**config.mk**
```make
export PLATFORM = sky130hd
export DESIGN_NAME = i2s_tdm_tx_flat
export DESIGN_NICKNAME = d
export VERILOG_FILES = /design/src/rtl/i2s_pkg.sv /design/src/rtl/i2s_tdm_tx_if.sv /design/src/rtl/i2s_frame_ctr.sv /design/src/rtl/i2s_tdm_tx.sv /design/src/flat_wrapper.sv
export SDC_FILE = /design/constraint.sdc
export NUM_CORES = 1
export LEC_CHECK = 0
export CAP_MARGIN = 20
export CORE_UTILIZATION = 55
export CTS_CLUSTER_DIAMETER = 100
export DETAILED_ROUTE_END_ITERATION = 6
export PLACE_DENSITY = 0.78
export SLEW_MARGIN = 20
export SYNTH_ARGS = -nofsm -noshare
export SYNTH_HDL_FRONTEND = slang
export SYNTH_SLANG_ARGS = --single-unit
export TNS_END_PERCENT = 50
```
**constraint.sdc**
```tcl
create_clock -name sclk -period 4.65 [get_ports sclk]
set_input_delay 0.93 -clock sclk [delete_from_list [all_inputs] [get_ports sclk]]
set_output_delay 0.93 -clock sclk [all_outputs]
set_load 0.005 [all_outputs]
```
**src/rtl/i2s_pkg.sv**
```systemverilog
// rtl/i2s_pkg.sv - shared types, mode decode and parameter checks for the I2S/TDM transmitter
package i2s_pkg;

    typedef enum logic [1:0] {
        I2S_PHILIPS = 2'd0,
        I2S_LJ      = 2'd1,
        I2S_TDM     = 2'd2
    } i2s_mode_e;

    typedef enum logic {
        ST_IDLE = 1'b0,
        ST_RUN  = 1'b1
    } ctr_state_e;

    // The reserved encoding falls back to Philips I2S.
    function automatic i2s_mode_e mode_decode(input logic [1:0] m);
        case (m)
            2'd1:    return I2S_LJ;
            2'd2:    return I2S_TDM;
            default: return I2S_PHILIPS;
        endcase
    endfunction

    function automatic logic lrclk_idle(input i2s_mode_e m);
        return (m == I2S_LJ);
    endfunction

    function automatic bit params_ok(input int sample_w, input int slot_w, input int channels);
        return (sample_w >= 8) && (sample_w <= 32) && (slot_w >= sample_w) && (slot_w <= 64)
            && (channels >= 2) && (channels <= 8) && ((channels % 2) == 0);
    endfunction

endpackage

```
**src/rtl/i2s_tdm_tx_if.sv**
```systemverilog
// rtl/i2s_tdm_tx_if.sv - frame-wide valid/ready input bus of the transmitter
interface i2s_tdm_tx_if #(
    parameter int CHANNELS = 2,
    parameter int SAMPLE_W = 16
);
    logic [CHANNELS*SAMPLE_W-1:0] in_data;
    logic                         in_valid;
    logic                         in_ready;

    modport master (output in_data, output in_valid, input in_ready);
    modport slave  (input in_data, input in_valid, output in_ready);
endinterface

```
**src/rtl/i2s_frame_ctr.sv**
```systemverilog
// rtl/i2s_frame_ctr.sv - bit/slot counter, run/idle control and frame boundary strobes
module i2s_frame_ctr
    import i2s_pkg::*;
#(
    parameter int  SLOT_W   = 32,
    parameter int  CHANNELS = 2,
    localparam int FRAME_W  = CHANNELS * SLOT_W,
    localparam int CNT_W    = $clog2(FRAME_W),
    localparam int SLOT_IW  = $clog2(CHANNELS),
    localparam int BIT_IW   = $clog2(SLOT_W)
) (
    input  logic               sclk,
    input  logic               rst,
    input  logic               enable,
    output logic [CNT_W-1:0]   p_nxt,
    output logic [SLOT_IW-1:0] slot_nxt,
    output logic [BIT_IW-1:0]  bit_nxt,
    output logic               run_nxt,
    output logic               load,
    output logic               frame_end,
    output logic               frame_start
);

    ctr_state_e         state_q, state_d;
    logic [CNT_W-1:0]   p_q;
    logic [SLOT_IW-1:0] slot_q;
    logic [BIT_IW-1:0]  bit_q;
    logic               last;

    assign last    = (p_q == CNT_W'(FRAME_W - 1));
    assign run_nxt = (state_d == ST_RUN);

    always_ff @(posedge sclk or negedge rst) begin
        if (!rst) begin
            state_q     <= ST_IDLE;
            p_q         <= '0;
            slot_q      <= '0;
            bit_q       <= '0;
            frame_start <= 1'b0;
        end else begin
            state_q     <= state_d;
            p_q         <= p_nxt;
            slot_q      <= slot_nxt;
            bit_q       <= bit_nxt;
            frame_start <= load;
        end
    end

    // Counters advance only mid-frame; every boundary and all of idle sit at p=0.
    always_comb begin
        state_d  = state_q;
        p_nxt    = '0;
        slot_nxt = '0;
        bit_nxt  = '0;
        case (state_q)
            ST_IDLE: if (enable) state_d = ST_RUN;
            default: if (last && !enable) state_d = ST_IDLE;
        endcase
        if (state_q == ST_RUN && !last) begin
            p_nxt = p_q + CNT_W'(1);
            if (bit_q == BIT_IW'(SLOT_W - 1)) begin
                slot_nxt = slot_q + SLOT_IW'(1);
            end else begin
                slot_nxt = slot_q;
                bit_nxt  = bit_q + BIT_IW'(1);
            end
        end
    end

    always_comb begin
        load      = enable && ((state_q == ST_IDLE) || last);
        frame_end = load || (state_q == ST_RUN && last && !enable);
    end

endmodule

```
**src/rtl/i2s_tdm_tx.sv**
```systemverilog
// rtl/i2s_tdm_tx.sv - I2S / left-justified / TDM transmitter and frame master, double-buffered
module i2s_tdm_tx
    import i2s_pkg::*;
#(
    parameter int SAMPLE_W = 16,
    parameter int SLOT_W   = 32,
    parameter int CHANNELS = 2
) (
    input  logic            sclk,
    input  logic            rst,
    input  logic            enable,
    input  logic [1:0]      mode,
    i2s_tdm_tx_if.slave     src,
    output logic            lrclk,
    output logic            sdata,
    output logic            frame_start,
    output logic            underrun
);

    localparam int FRAME_W = CHANNELS * SLOT_W;
    localparam int CNT_W   = $clog2(FRAME_W);
    localparam int DATA_W  = CHANNELS * SAMPLE_W;
    localparam int IDX_W   = $clog2(DATA_W);
    localparam int SLOT_IW = $clog2(CHANNELS);
    localparam int BIT_IW  = $clog2(SLOT_W);

    if (!params_ok(SAMPLE_W, SLOT_W, CHANNELS)) begin : g_param_err
        $error("i2s_tdm_tx: illegal SAMPLE_W/SLOT_W/CHANNELS combination");
    end

    logic [CNT_W-1:0]   p_nxt;
    logic [SLOT_IW-1:0] slot_nxt;
    logic [BIT_IW-1:0]  bit_nxt;
    logic               run_nxt, load, frame_end;

    i2s_frame_ctr #(
        .SLOT_W   (SLOT_W),
        .CHANNELS (CHANNELS)
    ) u_ctr (
        .sclk        (sclk),
        .rst         (rst),
        .enable      (enable),
        .p_nxt       (p_nxt),
        .slot_nxt    (slot_nxt),
        .bit_nxt     (bit_nxt),
        .run_nxt     (run_nxt),
        .load        (load),
        .frame_end   (frame_end),
        .frame_start (frame_start)
    );

    logic [DATA_W-1:0] hold_q, hold_d, shift_q, shift_d;
    logic              hold_full_q, hold_full_d;
    logic              in_ready_q, xfer;
    i2s_mode_e         mode_r, mode_d;
    logic              u_q, u_d, sdata_q, sdata_d, lrclk_q, lrclk_d, underrun_q, underrun_d;
    logic [IDX_W-1:0]  idx;

    assign xfer         = src.in_valid && in_ready_q;
    assign src.in_ready = in_ready_q;
    assign sdata        = sdata_q;
    assign lrclk        = lrclk_q;
    assign underrun     = underrun_q;

    // A transfer on the load edge with holding empty bypasses straight into the shifter.
    always_comb begin
        hold_d      = hold_q;
        hold_full_d = hold_full_q;
        shift_d     = shift_q;
        underrun_d  = 1'b0;
        if (load) begin
            if (hold_full_q) begin
                shift_d     = hold_q;
                hold_full_d = 1'b0;
            end else if (xfer) begin
                shift_d = src.in_data;
            end else begin
                shift_d    = '0;
                underrun_d = 1'b1;
            end
        end else if (xfer) begin
            hold_d      = src.in_data;
            hold_full_d = 1'b1;
        end
        mode_d = frame_end ? mode_decode(mode) : mode_r;
    end

    // Raw bit for the coming cycle; u_q delays it by one bit for I2S and TDM.
    always_comb begin
        idx = '0;
        u_d = 1'b0;
        if (int'(bit_nxt) < SAMPLE_W) begin
            idx = IDX_W'(int'(slot_nxt) * SAMPLE_W + SAMPLE_W - 1 - int'(bit_nxt));
            u_d = shift_d[idx];
        end
        if (!run_nxt) begin
            sdata_d = 1'b0;
            lrclk_d = lrclk_idle(mode_d);
        end else begin
            sdata_d = (mode_d == I2S_LJ) ? u_d : u_q;
            case (mode_d)
                I2S_LJ:  lrclk_d = (int'(p_nxt) < FRAME_W / 2);
                I2S_TDM: lrclk_d = (p_nxt == '0);
                default: lrclk_d = (int'(p_nxt) >= FRAME_W / 2);
            endcase
        end
    end

    always_ff @(posedge sclk or negedge rst) begin
        if (!rst) begin
            hold_q      <= '0;
            hold_full_q <= 1'b0;
            shift_q     <= '0;
            in_ready_q  <= 1'b0;
            mode_r      <= I2S_PHILIPS;
            u_q         <= 1'b0;
            sdata_q     <= 1'b0;
            lrclk_q     <= 1'b0;
            underrun_q  <= 1'b0;
        end else begin
            hold_q      <= hold_d;
            hold_full_q <= hold_full_d;
            shift_q     <= shift_d;
            in_ready_q  <= !hold_full_d;
            mode_r      <= mode_d;
            u_q         <= run_nxt ? u_d : 1'b0;
            sdata_q     <= sdata_d;
            lrclk_q     <= lrclk_d;
            underrun_q  <= underrun_d;
        end
    end

endmodule

```
**src/flat_wrapper.sv**
```systemverilog
// flat-port wrapper written by rule: the top's interface ports become plain ports
module i2s_tdm_tx_flat import i2s_pkg::*;
#(
    parameter int SAMPLE_W = 16,
    parameter int SLOT_W   = 32,
    parameter int CHANNELS = 2
)
  (sclk, rst, enable, mode, lrclk, sdata, frame_start, underrun, src_in_data, src_in_valid, src_in_ready);
  i2s_tdm_tx_if #(.CHANNELS(CHANNELS), .SAMPLE_W(SAMPLE_W)) src_i ();
  input  logic sclk;
  input  logic rst;
  input  logic enable;
  input  logic [1:0] mode;
  output logic lrclk;
  output logic sdata;
  output logic frame_start;
  output logic underrun;
  input wire logic [$bits(src_i.in_data)-1:0] src_in_data;
  input wire logic [$bits(src_i.in_valid)-1:0] src_in_valid;
  output wire logic [$bits(src_i.in_ready)-1:0] src_in_ready;
  assign src_i.in_data = src_in_data;
  assign src_i.in_valid = src_in_valid;
  assign src_in_ready = src_i.in_ready;
  i2s_tdm_tx #(.SAMPLE_W(SAMPLE_W), .SLOT_W(SLOT_W), .CHANNELS(CHANNELS)) u_core (.sclk(sclk), .rst(rst), .enable(enable), .mode(mode), .src(src_i), .lrclk(lrclk), .sdata(sdata), .frame_start(frame_start), .underrun(underrun));
endmodule
```
### After elaboration in Yosys (flattened, before gate mapping)

Cells that the tools add are included.

| word-level totals | value |
|---|---|
| output and inout bits | 5 |
| input bits | 38 |
| register bits after elaboration | 86 |
| word-level logic and storage cells | 71 |

| cells by class | value |
|---|---|
| bitwise gates (word level) | 2 |
| reductions and logical operators | 13 |
| mux-type cells | 26 |
| $lt $le $gt $ge | 4 |
| add/sub/neg operators | 6 |
| equal/unequal tests | 6 |

Operators with widths:

| operator | count |
|---|---|
| $mux W32 | 3 |
| $mux W1 | 16 |
| $mux W5 | 2 |
| $add A6 B1 Y6 const B | 1 |
| $eq A6 B6 Y1 const B | 1 |
| $ge A6 B6 Y1 const B | 1 |
| $logic_and A1 B1 Y1 | 6 |
| $logic_not A6 Y1 | 1 |
| $lt A5 B6 Y1 const B | 1 |
| $lt A6 B6 Y1 const B | 1 |
| $mux W6 | 1 |
| $add A5 B1 Y5 const B | 1 |
| $add A5 B5 Y5 const B | 1 |
| $bmux W1 S5 | 1 |
| $eq A5 B5 Y1 const B | 1 |
| $lt A5 B5 Y1 const B | 1 |
| $sub A5 B2 Y5 const B | 1 |
| $sub A5 B5 Y5 | 1 |
| $eq A2 B1 Y1 const B | 2 |
| $eq A2 B2 Y1 const B | 2 |
| $pmux W2 S2 | 1 |
| $logic_not A1 Y1 | 3 |
| $logic_or A1 B1 Y1 | 2 |
| $mux W2 | 1 |
| other kinds (4) | 5 |

### Longest topological paths before layout

| depth | value |
|---|---|
| depth after elaboration | 12 |
| depth in mapped cells | 13 |
| mapped depth without buffers | 11 |

### Modules after synthesis

Synthesis repeated with hierarchy kept, for this count alone.

| second synthesis, totals | value |
|---|---|
| cell total of the unflattened synthesis | 323 |
| area, all modules | 3922.5 µm² |

Modules (own cells, without submodules):

| module | times used | area each (µm²) | cells an instance |
|---|---|---|---|
| i2s_tdm_tx | 1 | 3325.7 | 269 |
| i2s_frame_ctr | 1 | 596.8 | 54 |

### Worst setup path before layout

No wires, ideal clock.

| path | value |
|---|---|
| kind | reg-to-reg |
| from | register u_core.u_ctr.bit_q[0] |
| to | register u_core.sdata_q, in the netlist u_core.sdata |
| setup slack | 1865 ps |
| cell stages (with the launch flop) | 13 |
| required time | 4532 ps |
| setup time | 118 ps |
| arrival | 2667 ps |
| cell sequence | dfrtp_1 ha_1 and3_1 ha_1 buf_6 or2_1 buf_6 a31oi_1 a21oi_1 o41a_1 nor4_2 nor4_2 a21o_1 |

| on the way | value |
|---|---|
| longest elaborated chain between the ends | 11 |

Ends and longest elaborated chain:

| element | line | RTL |
|---|---|---|
| start, declared | i2s_frame_ctr.sv:27 | `logic [BIT_IW-1:0] bit_q;` |
| start signal, assigned | i2s_frame_ctr.sv:44 | `bit_q <= bit_nxt;` |
| $eq A5 B5 Y1 | i2s_frame_ctr.sv:61 | `if (bit_q == BIT_IW'(SLOT_W - 1)) begin` |
| $mux W1 | i2s_frame_ctr.sv:61 |  |
| $mux W1 | i2s_frame_ctr.sv:59 | `if (state_q == ST_RUN && !last) begin` |
| $add A5 B5 Y5 | i2s_tdm_tx.sv:93 | `idx = IDX_W'(int'(slot_nxt) * SAMPLE_W + SAMPLE_W - 1 - int'(bit_nxt));` |
| $sub A5 B2 Y5 | i2s_tdm_tx.sv:93 |  |
| $sub A5 B5 Y5 | i2s_tdm_tx.sv:93 |  |
| $bmux W1 S5 | i2s_tdm_tx.sv:94 | `u_d = shift_d[idx];` |
| $mux W1 (not written as such) | i2s_tdm_tx.sv:94 |  |
| $mux W1 * | i2s_tdm_tx.sv:92 | `if (int'(bit_nxt) < SAMPLE_W) begin` |
| $mux W1 * | i2s_tdm_tx.sv:100 | `sdata_d = (mode_d == I2S_LJ) ? u_d : u_q;` |
| $mux W1 * | i2s_tdm_tx.sv:96 | `if (!run_nxt) begin` |
| net u_core.sdata_d | i2s_tdm_tx.sv:56 | `logic u_q, u_d, sdata_q, sdata_d, lrclk_q, lrclk_d, underrun_q, underrun_d;` |
| end signal, assigned | i2s_tdm_tx.sv:127 | `sdata_q <= sdata_d;` |
| end, declared | i2s_tdm_tx.sv:56 |  |

Mark *: on every way through the listed nets, which the timed path passes. The rest lies on a longest branch. The select of a mux whose other input is x is not followed.
A chain may end at the register's enable or synchronous reset.

### Worst setup path in the final report

Same ends and word-level chain as after synthesis.

==> metrics.txt <==
clk sinks 86; wire per inst between 15 and 20 um; worst slew pin tran 707 ps; Core ar. 0.00725 sq mm; met3 usage 3.17%; Setup Fix Bufs, Post-CTS 0; Area Growth Syn to Fin 15.8%; most frequent cell after synthesis dfrtp_1; Mapped Nets around 400; Critical Path RT between 4000 and 5000 ps; Power Density around 670 mW/mm^2; arrival time at the worst endpoint roughly 3400 ps; ANT cells 0; final hold violation count 0; WHS Path Cells 1; Pleak between 2 and 2.5 nW; Reg power frac between 40% and 50%; Fmax 0.321 GHz; GR Util met1 36.0%; sequential-to-total area share from yosys stat 52.2%; initial drt markers 253; die width a little under 90 um; reg2reg start u_core.u_ctr.bit_q[0]; initial antenna violation count 0; Mean Syn Cell Area about 11 sq um; Commonest cells post-synth dfrtp_1, nor2_1, mux2_2, a221oi_1, nand2_1; final worst slack about 1500 ps; Die Y 88.6 um; ANT nets after route 0; ys flop type dfrtp_1; IO Port Bufs 42; HPWL after DPL a little under 6 mm; # H-tree levels 3; I/O pin count 43; CTS tree done; P_sw 0.00118 W; RePlAce Congestion between 0.8 and 0.9; Clock Root Buffer clkbuf_8; area leader, netlist dfrtp_1; starting density of the core between 50% and 60%; Post-synth EDFFs 0; Relative slew margins a little over half; pre-CTS WS 1330 ps; switching part of the total between 30% and 40%; Final period util 67.0%; Hold/Removal Path Class flop to flop; Yosys top cell area share a little over half; outcome complete, no violations; post-CTS resize count 0; RSZ-0062 raised after global routing false; Fin Clk Skew between 10 and 15 ps; max-slew violations 0; setup_tns 0 ps; FF/Latch Area between 0.002 and 0.0025 sq mm; Die Area between 0.007 and 0.008 sq mm; CTS max path bufs 2; post-synthesis cell type count 63; Clk network pwr share 18.5%; GRT busiest layer met1; std cell rows 31; RR Endpoint u_core.sdata; share of synthesized registers carrying an async set or reset 100%; layout cell share with drive strength beyond 1 19.2%; crit end category flop; vias in the first global route ~2.9k; overall routing resource usage 23.9%; startpoint types flop; Post-CTS Hold Fix Bufs 0; Worst-path clk slew roughly 90 ps; fill count 561; Detailed Routing Iterations Pass 1 4; M2 GR Usage a little over a third; max-cap violations 0; largest net degree at the start of global routing 56; synth warn 0; first-pass GRT wire length 14.1 mm; end of the worst hold path u_core.u_ctr.p_q[0]; critical hold path startpoint u_core.u_ctr.p_q[0]; CP Max Fanout 10; Via density around 6; leading cell types by total area after synthesis dfrtp_1, mux2_2, nor2_1; GRT overflow 0; Cell Int Power 0.00202 W; flops & latches, synth 86; Worst VDD drop around 0.29 mV; fin nets about 450; area of the multi-input gates approximately 0.0018 sq mm; DR vias between 2k and 3k; Total Wirelength roughly 8.4 mm; R2R cell count 10; final setup vio count 0; CTS Buf Count 9; clock latency on the worst-skew pair ~360 ps; Syn Inst Count 369; post-synthesis cell area 0.00412 sq mm; R2R Setup Slk ~1500 ps; Comb pwr share about two fifths; # DRC 0; Crit Path Category flop to flop; post-route minimum period slightly above 3000 ps
==> how the worst max path moves through the flow <==
stage | startpoint | end | slack [ps] | cells past startpoint
finish | u_core.u_ctr.bit_q[0] | u_core.sdata | 1530 | 10
global route | u_core.u_ctr.bit_q[0] | u_core.sdata | 1330 | 11
CTS | u_core.u_ctr.bit_q[0] | u_core.sdata | 1560 | 10
detailed placement | enable | u_core.sdata | 1330 | 9
global placement | enable | u_core.sdata | 1380 | 9
floorplan | u_core.u_ctr.bit_q[0] | u_core.sdata | 1870 | 12
==> routing by layer <==
layer	part of all wire [%]	routed length, um
met5	0	0
met4	1.9	157
met3	4.9	411
met2	47	3930
met1	46	3860
==> final cells by class <==
cell class / instances / area share, %
Inverter: 10 / 0.786
Clock buffer: 9 / 2.59
Tap cell: 99 / 2.59
Sequential cell: 86 / 45.1
Clock inverter: 7 / 2.18
Timing Repair Buffer: 46 / 9.38
Multi-Input combinational cell: 249 / 37.4
==> cell families (layout without fill, tap and decap cells) <==
group / count (synthesis) / count (layout) / share of synthesized area [%]
AND/OR/NAND/NOR: 122 / 122 / 14.4
flip-flops: 86 / 86 / 52.2
AO/OA/AOI/OAI: 78 / 78 / 15.8
multiplexers: 36 / 36 / 9.80
buffers and inverters: 34 / 72 / 4.52
XOR/XNOR: 8 / 8 / 1.70
adder cells (fa/ha/maj): 5 / 5 / 1.52
==> state kept, by name, summed over array words and instances (netlist names) <==
| register | flops |
|---|---|
| u_core.hold_q | 32 |
| u_core.shift_q | 32 |
| u_core.u_ctr.p_q | 6 |
| u_core.hold_full_q | 1 |
| u_core.u_q | 1 |
| u_core.lrclk | 1 |
| u_core.u_ctr.state_q | 1 |
| u_core.sdata | 1 |
| u_core.src.in_ready | 1 |
| u_core.mode_r | 2 |
| u_core.u_ctr.bit_q | 5 |
| u_core.u_ctr.frame_start | 1 |
| u_core.underrun | 1 |
| u_core.u_ctr.slot_q | 1 |
==> critical path, stage by stage, from the launching register on <==
cell	delay [ps]
dfrtp_1	510
ha_1	310
and3_1	200
ha_1	310
or2_1	380
a31oi_1	250
a21oi_1	90
o41a_1	430
nor4_2	250
nor4_2	100
a21o_1	180
==> power groups by stage <==
| stage | clock [W] | sequential, W | combinational (W) |
|---|---|---|---|
| floorplan | 0 | 0.00128 | 0.00103 |
| global placement | 0 | 0.00136 | 0.00119 |
| detailed placement | 0 | 0.00138 | 0.00123 |
| CTS | 0.000605 | 0.00136 | 0.00123 |
| global route | 0.000632 | 0.00142 | 0.00137 |
| finish | 0.000591 | 0.00137 | 0.00123 |
==> through the flow <==
stage                     utilization, %  area, sq um  total power, W  hold slack, ps  cells
after global placement              62.7         4550         0.00256             453    490
after floorplan                        -         4120         0.00230             436    369
after global routing                65.8         4770         0.00343             498    506
after detailed placement            62.7         4550         0.00260             466    490
after CTS                           65.8         4770         0.00320             482    506
final                               65.8         4770         0.00320             480    506
==> placed cells by master (no fill, tap or decap), drive strengths merged, types with 7 or more instances in the layout <==
cell type / synthesis / routed
dfrtp: 86 / 86
nor2: 72 / 72
clkdlybuf4s50: 0 / 41
mux2: 35 / 35
a221oi: 27 / 27
nand2: 14 / 14
inv: 10 / 13
o21ai: 10 / 10
clkbuf: 10 / 9
a21oi: 7 / 7
No activity file was read; power rests on OpenSTA's default activity.
